File: src/rtl/qpsk_tx_frame_ctrl.sv
// rtl/qpsk_tx_frame_ctrl.sv - frame sequencer (preamble, length, payload, guard) feeding the QPSK converter
module qpsk_tx_frame_ctrl #(
    parameter logic [31:0] PREAMBLE_WORD = 32'hCCCC_CCCC,
    parameter int          PREAMBLE_LEN  = 4,
    parameter int          LEN_W         = 8,
    parameter int          GUARD_CYCLES  = 16
) (
    input  logic             clk,
    input  logic             reset,
    input  logic             start,
    input  logic [LEN_W-1:0] payload_len,
    output logic             busy,
    output logic             done,
    input  logic [31:0]      axis_pl_tdata,
    input  logic             axis_pl_tvalid,
    output logic             axis_pl_tready,
    output logic [31:0]      axis_out_tdata,
    output logic             axis_out_tvalid,
    input  logic             axis_out_tready
);

    // Counter is wide enough for both the preamble/guard counts and the
    // largest payload length, so 2^LEN_W-1 words never wrap.
    localparam int CNT_W = (LEN_W > 8) ? LEN_W : 8;

    localparam logic [CNT_W-1:0] PRE_LAST   = CNT_W'(PREAMBLE_LEN - 1);
    localparam logic [CNT_W-1:0] GUARD_LAST = CNT_W'(GUARD_CYCLES - 1);

    typedef enum logic [2:0] {
        S_IDLE,
        S_PREAMBLE,
        S_LENGTH,
        S_PAYLOAD,
        S_GUARD
    } state_t;

    state_t             r_state;
    logic [CNT_W-1:0]   r_cnt;
    logic [LEN_W-1:0]   r_len;
    logic               r_done;

    logic               w_out_hs;
    logic [CNT_W-1:0]   w_len_ext;
    logic [CNT_W-1:0]   w_pay_last;
    logic [31:0]        w_len_word;

    assign w_out_hs   = axis_out_tvalid && axis_out_tready;
    assign w_len_ext  = CNT_W'(r_len);
    // Only used in PAYLOAD, where r_len is known to be non-zero.
    assign w_pay_last = w_len_ext - CNT_W'(1);
    assign w_len_word = {8'h5A, 8'h00, 16'(r_len)};

    assign busy = (r_state != S_IDLE);
    assign done = r_done;

    // Frame sequencing: state, word/guard counter, captured length and done pulse.
    always_ff @(posedge clk) begin
        if (reset) begin
            r_state <= S_IDLE;
            r_cnt   <= '0;
            r_len   <= '0;
            r_done  <= 1'b0;
        end else begin
            r_done <= 1'b0;
            case (r_state)
                S_IDLE: begin
                    if (start) begin
                        r_len   <= payload_len;
                        r_cnt   <= '0;
                        r_state <= S_PREAMBLE;
                    end
                end
                S_PREAMBLE: begin
                    if (w_out_hs) begin
                        if (r_cnt == PRE_LAST) begin
                            r_cnt   <= '0;
                            r_state <= S_LENGTH;
                        end else begin
                            r_cnt <= r_cnt + CNT_W'(1);
                        end
                    end
                end
                S_LENGTH: begin
                    if (w_out_hs) begin
                        r_cnt <= '0;
                        if (r_len != '0) begin
                            r_state <= S_PAYLOAD;
                        end else begin
                            r_state <= S_GUARD;
                        end
                    end
                end
                S_PAYLOAD: begin
                    if (w_out_hs) begin
                        if (r_cnt == w_pay_last) begin
                            r_cnt   <= '0;
                            r_state <= S_GUARD;
                        end else begin
                            r_cnt <= r_cnt + CNT_W'(1);
                        end
                    end
                end
                S_GUARD: begin
                    // Lets the converter drain its final symbols before the next frame.
                    if (r_cnt == GUARD_LAST) begin
                        r_cnt   <= '0;
                        r_done  <= 1'b1;
                        r_state <= S_IDLE;
                    end else begin
                        r_cnt <= r_cnt + CNT_W'(1);
                    end
                end
                default: begin
                    r_cnt   <= '0;
                    r_state <= S_IDLE;
                end
            endcase
        end
    end

    // Stream outputs decoded from state; payload is a zero-latency pass-through.
    always_comb begin
        axis_out_tdata  = '0;
        axis_out_tvalid = 1'b0;
        axis_pl_tready  = 1'b0;
        case (r_state)
            S_PREAMBLE: begin
                axis_out_tdata  = PREAMBLE_WORD;
                axis_out_tvalid = 1'b1;
            end
            S_LENGTH: begin
                axis_out_tdata  = w_len_word;
                axis_out_tvalid = 1'b1;
            end
            S_PAYLOAD: begin
                axis_out_tdata  = axis_pl_tdata;
                axis_out_tvalid = axis_pl_tvalid;
                axis_pl_tready  = axis_out_tready;
            end
            default: begin
                axis_out_tdata  = '0;
                axis_out_tvalid = 1'b0;
                axis_pl_tready  = 1'b0;
            end
        endcase
    end

endmodule

File: config.mk
export PLATFORM = sky130hd
export DESIGN_NAME = qpsk_tx_frame_ctrl
export DESIGN_NICKNAME = d
export VERILOG_FILES = /design/src/rtl/qpsk_tx_frame_ctrl.sv
export SDC_FILE = /design/constraint.sdc
export NUM_CORES = 1
export LEC_CHECK = 0
export CAP_MARGIN = 0
export CORE_MARGIN = 4
export CORE_UTILIZATION = 41
export DETAILED_ROUTE_END_ITERATION = 6
export GPL_TIMING_DRIVEN = 0
export PLACE_DENSITY = 0.86
export SKIP_LAST_GASP = 1
export SYNTH_ARGS = -nofsm -noshare
export SYNTH_HDL_FRONTEND = slang
export SYNTH_SLANG_ARGS = --single-unit
File: constraint.sdc
create_clock -name clk -period 3 [get_ports clk]
set_clock_uncertainty 0.2 [all_clocks]
set_input_delay 0.6 -clock clk [delete_from_list [all_inputs] [get_ports clk]]
set_output_delay 0.6 -clock clk [all_outputs]
set_load 0.02 [all_outputs]
## Word-level counts from Yosys, hierarchy flattened

Index checks and enable logic that the tools add are counted.

- Add/subtract/negate cells: 2
- Equal/unequal tests: 14
- Multiplexer cells: 21
- Bitwise logic cells: 1
- Reductions and logical operators: 9

Operators with widths:

| kind | number |
|---|---|
| case mux 32 bit (3 select lines) | 1 |
| two-way mux 8 bit | 7 |
| case mux 8 bit (5 select lines) | 1 |
| two-way mux 3 bit | 8 |
| case mux 3 bit (5 select lines) | 1 |
| != test 2 bit (second input constant) | 7 |
| adder 8 x 1 -> 8 bit (second input constant) | 1 |
| == test 8 x 2 -> 1 bit (second input constant) | 1 |
| == test 8 x 4 -> 1 bit (second input constant) | 1 |
| == test 8 bit | 1 |
| nonzero test 8 bit | 1 |
| subtractor 8 x 1 -> 8 bit (second input constant) | 1 |
| AND reduction 7 bit | 1 |
| == test 3 x 2 -> 1 bit (second input constant) | 2 |
| AND reduction 4 bit | 1 |
| OR reduction 2 bit | 2 |
| == test 3 x 1 -> 1 bit (second input constant) | 1 |
| == test 3 bit (second input constant) | 1 |
| logical NOT 3 bit | 1 |
| nonzero test 3 bit | 1 |
| two-way mux 1 bit | 2 |
| case mux 1 bit (2 select lines) | 1 |
| AND reduction 2 bit | 1 |
| logical AND 1 bit | 1 |
| NOT 1 bit | 1 |

- Register bits after elaboration: 20
- Logic and storage cells: 51

## Longest topological paths before layout

- Depth in word-level cells: 6
- Mapped depth: 10
- Mapped depth without buffers: 9

## Least setup slack after synthesis

No wires, ideal clock.

- Path type: reg2reg
- Start: reg r_cnt[6]
- End: reg r_cnt[6]
- Setup time: 0.122 ns
- Arrival: 2.411 ns
- Slack: 0.267 ns
- Cell stages (with the launch flop): 9
- Cell sequence: dfxtp_1 buf_6 or4_4 or4b_4 a2bb2oi_1 a211oi_4 a211oi_2 and3_1 a221o_1

- Word-level cells in the longest chain between the ends: 4

Ends and longest elaborated chain:

| item | line | text |
|---|---|---|
| from (decl) | 38 | `logic [CNT_W-1:0] r_cnt;` |
| from (signal assigned) | 79 | `r_cnt <= r_cnt + CNT_W'(1);` |
| from (signal assigned) | 99 | `r_cnt <= r_cnt + CNT_W'(1);` |
| from (signal assigned) | 110 | `r_cnt <= r_cnt + CNT_W'(1);` |
| adder 8 x 1 -> 8 bit, or another cell as far along | 79, 99, 110 |  |
| two-way mux 8 bit, on equally long branches | 95, 75 |  |
| two-way mux 8 bit, on equally long branches | 94, 74 |  |
| case mux 8 bit (5 select lines) * | 65 | `case (r_state)` |

Every way passes the cells marked *; elsewhere a longest branch is shown, timed or not. The select of a mux whose other input is x is not followed.
A chain may end at the register's enable or synchronous reset.

## Worst setup path after layout

Ends and elaborated chain as after synthesis.

==> results by group <==
Run status
  – Status: completed

Routing
  – Routed Antenna Nets: 0
  – Residual DRC: 0
  – DRT Wirelength: 5120 µm
  – Iteration-0 DRC Markers: 97
  – DRT Pass-1 Iters: 4
  – Per-cell routed wire length: 13.9 µm
  – Routed vias: 1921
  – Vias per Instance: 5.22

STA
  – Tmin final: 2870 ps
  – RSZ-0062 raised after global routing: yes
  – Period utilisation layout: 95.8%
  – Final Hold Viols: 0
  – Final worst slack: 125 ps
  – Achievable Freq: 348 MHz
  – Worst slew pin tran: 543 ps
  – Pins Over Slew Limit: 0
  – Hold slack final: 322 ps
  – Max-slew headroom: 63.7%
  – Finish-stage setup viols: 0

Placed design
  – Port bufs: 79
  – Area post-placement: 2510 µm²
  – Placer Congestion: 0.860
  – Detailed placement HPWL: 4040 µm
  – Pre-CTS setup slack: -193 ps

Cells and area
  – Final net count: 369
  – Register area: 402 µm²
  – Fraction of layout cells with a size suffix above 1: 6.88%
  – Area occupied by multi-input gates: 1190 µm²
  – Filler Cell Count: 306
  – Finished Cell Area: 2610 µm²
  – Core Util, Final: 69.2%
  – Antenna diode count: 0
  – Area grow syn2layout: 57.4%

Worst setup path
  – Crit path required time: 2960 ps
  – Worst reg2reg setup slack: 130 ps
  – Crit path kind: flip-flop to flip-flop
  – WP depth: 8
  – Buf+Inv Stages, Crit Path: 1
  – CP cell instances: buf_6 > or4_4 > or4b_4 > a2bb2oi_1 > a211oi_4 > a211oi_2 > and3_1 > a221o_1
  – Arrival time worst endpoint: 2830 ps
  – Crit path capture type: flip-flop
  – CP max FO: 10
  – CP top delay family: simple AND/OR/NAND/NOR gates
  – Crit-path slowest cell: or4b_4
  – CP Launch Type: flip-flop
  – Worst r2r path cells: 8
  – Max incr delay on CP: 550 ps

GRT
  – Largest net degree at the start of global routing: 12
  – Vias in the first global route: 1812
  – Gr ovfl total: 0
  – Overall Global Routing Usage: 19.9%
  – Initial antenna violation count: 0
  – First-pass GRT wire length: 8310 µm

Logic synthesis
  – Syn Inst Count: 238
  – Largest cells by area after synthesis: dfxtp_1 (24%), nand2_1 (12%), a21oi_1 (6.9%), and2_1 (5.7%), nor2_1 (4.5%)
  – Part of the Yosys area used for sequential elements: 24.2%
  – Net Count, Synth: 286
  – Mean Syn Cell Area: 6.97 µm²
  – Synth unique cells: 44
  – Post-synth top cells: nand2_1 (51), a21oi_1 (23), dfxtp_1 (20), nor2_1 (20), and2_1 (15)
  – Cell accounting for the most synthesized area: dfxtp_1
  – Yosys warning total: 0
  – Top FF cell, synth: dfxtp_1
  – Yosys reg bits: 20
  – Area share of the largest cell type after synthesis: 24.2%
  – Post-synth ARST share: 0%
  – Top-count cell post-synth: nand2_1
  – Mapped cell area: 1660 µm²
  – EDFF count, synth: 0

Die
  – Die width: 71.6 µm
  – Starting density of the core: 44.0%
  – Core area: 3770 µm²
  – Die ar.: 5130 µm²
  – Row count: 22
  – Io pins: 81
  – Die Y: 71.6 µm

Clock tree
  – Max clock buf depth: 2
  – CTS Buf Count: 3
  – Clock Sinks: 20
  – Clk slew on worst S/H paths: 80 ps
  – CTS tree: yes
  – CTS root buf: clkbuf_8
  – Clk Latency, worst-skew pair: 260 ps
  – H-Tree Depth: 1

Power and ir drop
  – Peak VDD IR: 0.359 mV
  – Power, Total: 1800 µW
  – Static Leak: 0.00114 µW
  – PD cells: 689 nW/µm²

Job
  – Max-Cap Viols: 0

Min path
  – Hold path cells: 2
  – Hold Crit Class: flip-flop to flip-flop
[logic make-up after synthesis]
logic type               synth area share [%]
buffers and inverters                    5.21
multiplexers                             4.23
AO/OA/AOI/OAI                            21.2
adder cells (fa/ha/maj)                  2.26
XOR/XNOR                                 6.34
flip-flops                               24.2
AND/OR/NAND/NOR                          36.6
[metrics by stage]
stage               std cells  TNS, ps
global route              368    -14.6
CTS                       368        0
detailed placement        365    -3340
global placement          365    -2880
floorplan                 238        0
finish                    368        0
[power by group]
| group | internal [µW] | total [µW] | switching (µW) | leakage, µW |
|---|---|---|---|---|
| clock | 117 | 211 | 93.8 | 0.0000288 |
| sequential | 301 | 356 | 54.3 | 0.000163 |
| combinational | 563 | 1230 | 670 | 0.000952 |
| total | 981 | 1800 | 818 | 0.00114 |
[sequential cells by signal, summed over array words and instances (netlist names)]
name and flops:
r_cnt 8, r_len 8, r_state 3, done 1
[worst paths after layout]
kind,start,end
max,r_cnt[6],r_cnt[6]
max reg2reg,r_cnt[6],r_cnt[6]
min,r_len[7],r_len[7]
min reg2reg,r_len[7],r_len[7]
[repair_timing]
action                                 4_1_cts  5_1_grt
setup buffers                                0        1
endpoints found under the hold margin        0        0
setup endpoints to repair                   29       27
hold buffers                                 0        0
resized for setup                            6       15
pin swaps                                    0        1
[tightest hold or removal path, stage by stage (launching register included)]
cell     delay, ps
dfxtp_1        350
nand2_1         70
a21oi_1         60
[placed cells by master, fill, tap and decap left out, types with 7 or more instances in the layout]
| master | count |
|---|---|
| a21oi_1 | 23 |
| and2_1 | 15 |
| clkbuf_1 | 7 |
| clkdlybuf4s50_1 | 70 |
| dfxtp_1 | 19 |
| dlymetal6s2s_1 | 9 |
| inv_1 | 7 |
| mux2i_1 | 7 |
| nand2_1 | 51 |
| nor2_1 | 18 |
| o21a_1 | 7 |
| o21ai_0 | 9 |
| xnor2_1 | 8 |
[area by class of cell]
| type | count | area share [%] |
|---|---|---|
| multi-input combinational | 197 | 45.5 |
| timing repair buffer | 80 | 31.4 |
| sequential | 20 | 15.4 |
| tap | 48 | 2.30 |
| buffer | 12 | 2.21 |
| clock buffer | 4 | 2.11 |
| inverter | 7 | 1.01 |
[per-layer routing]
layer	routed length (µm)	global-route usage, %	up-vias
li1	-	-	985
met1	2230	24.9	862
met2	2430	34.6	69
met3	390	3.09	5
met4	59	6.89	0
met5	0	0	-
Note: power is estimated with default switching activity, not from simulation.
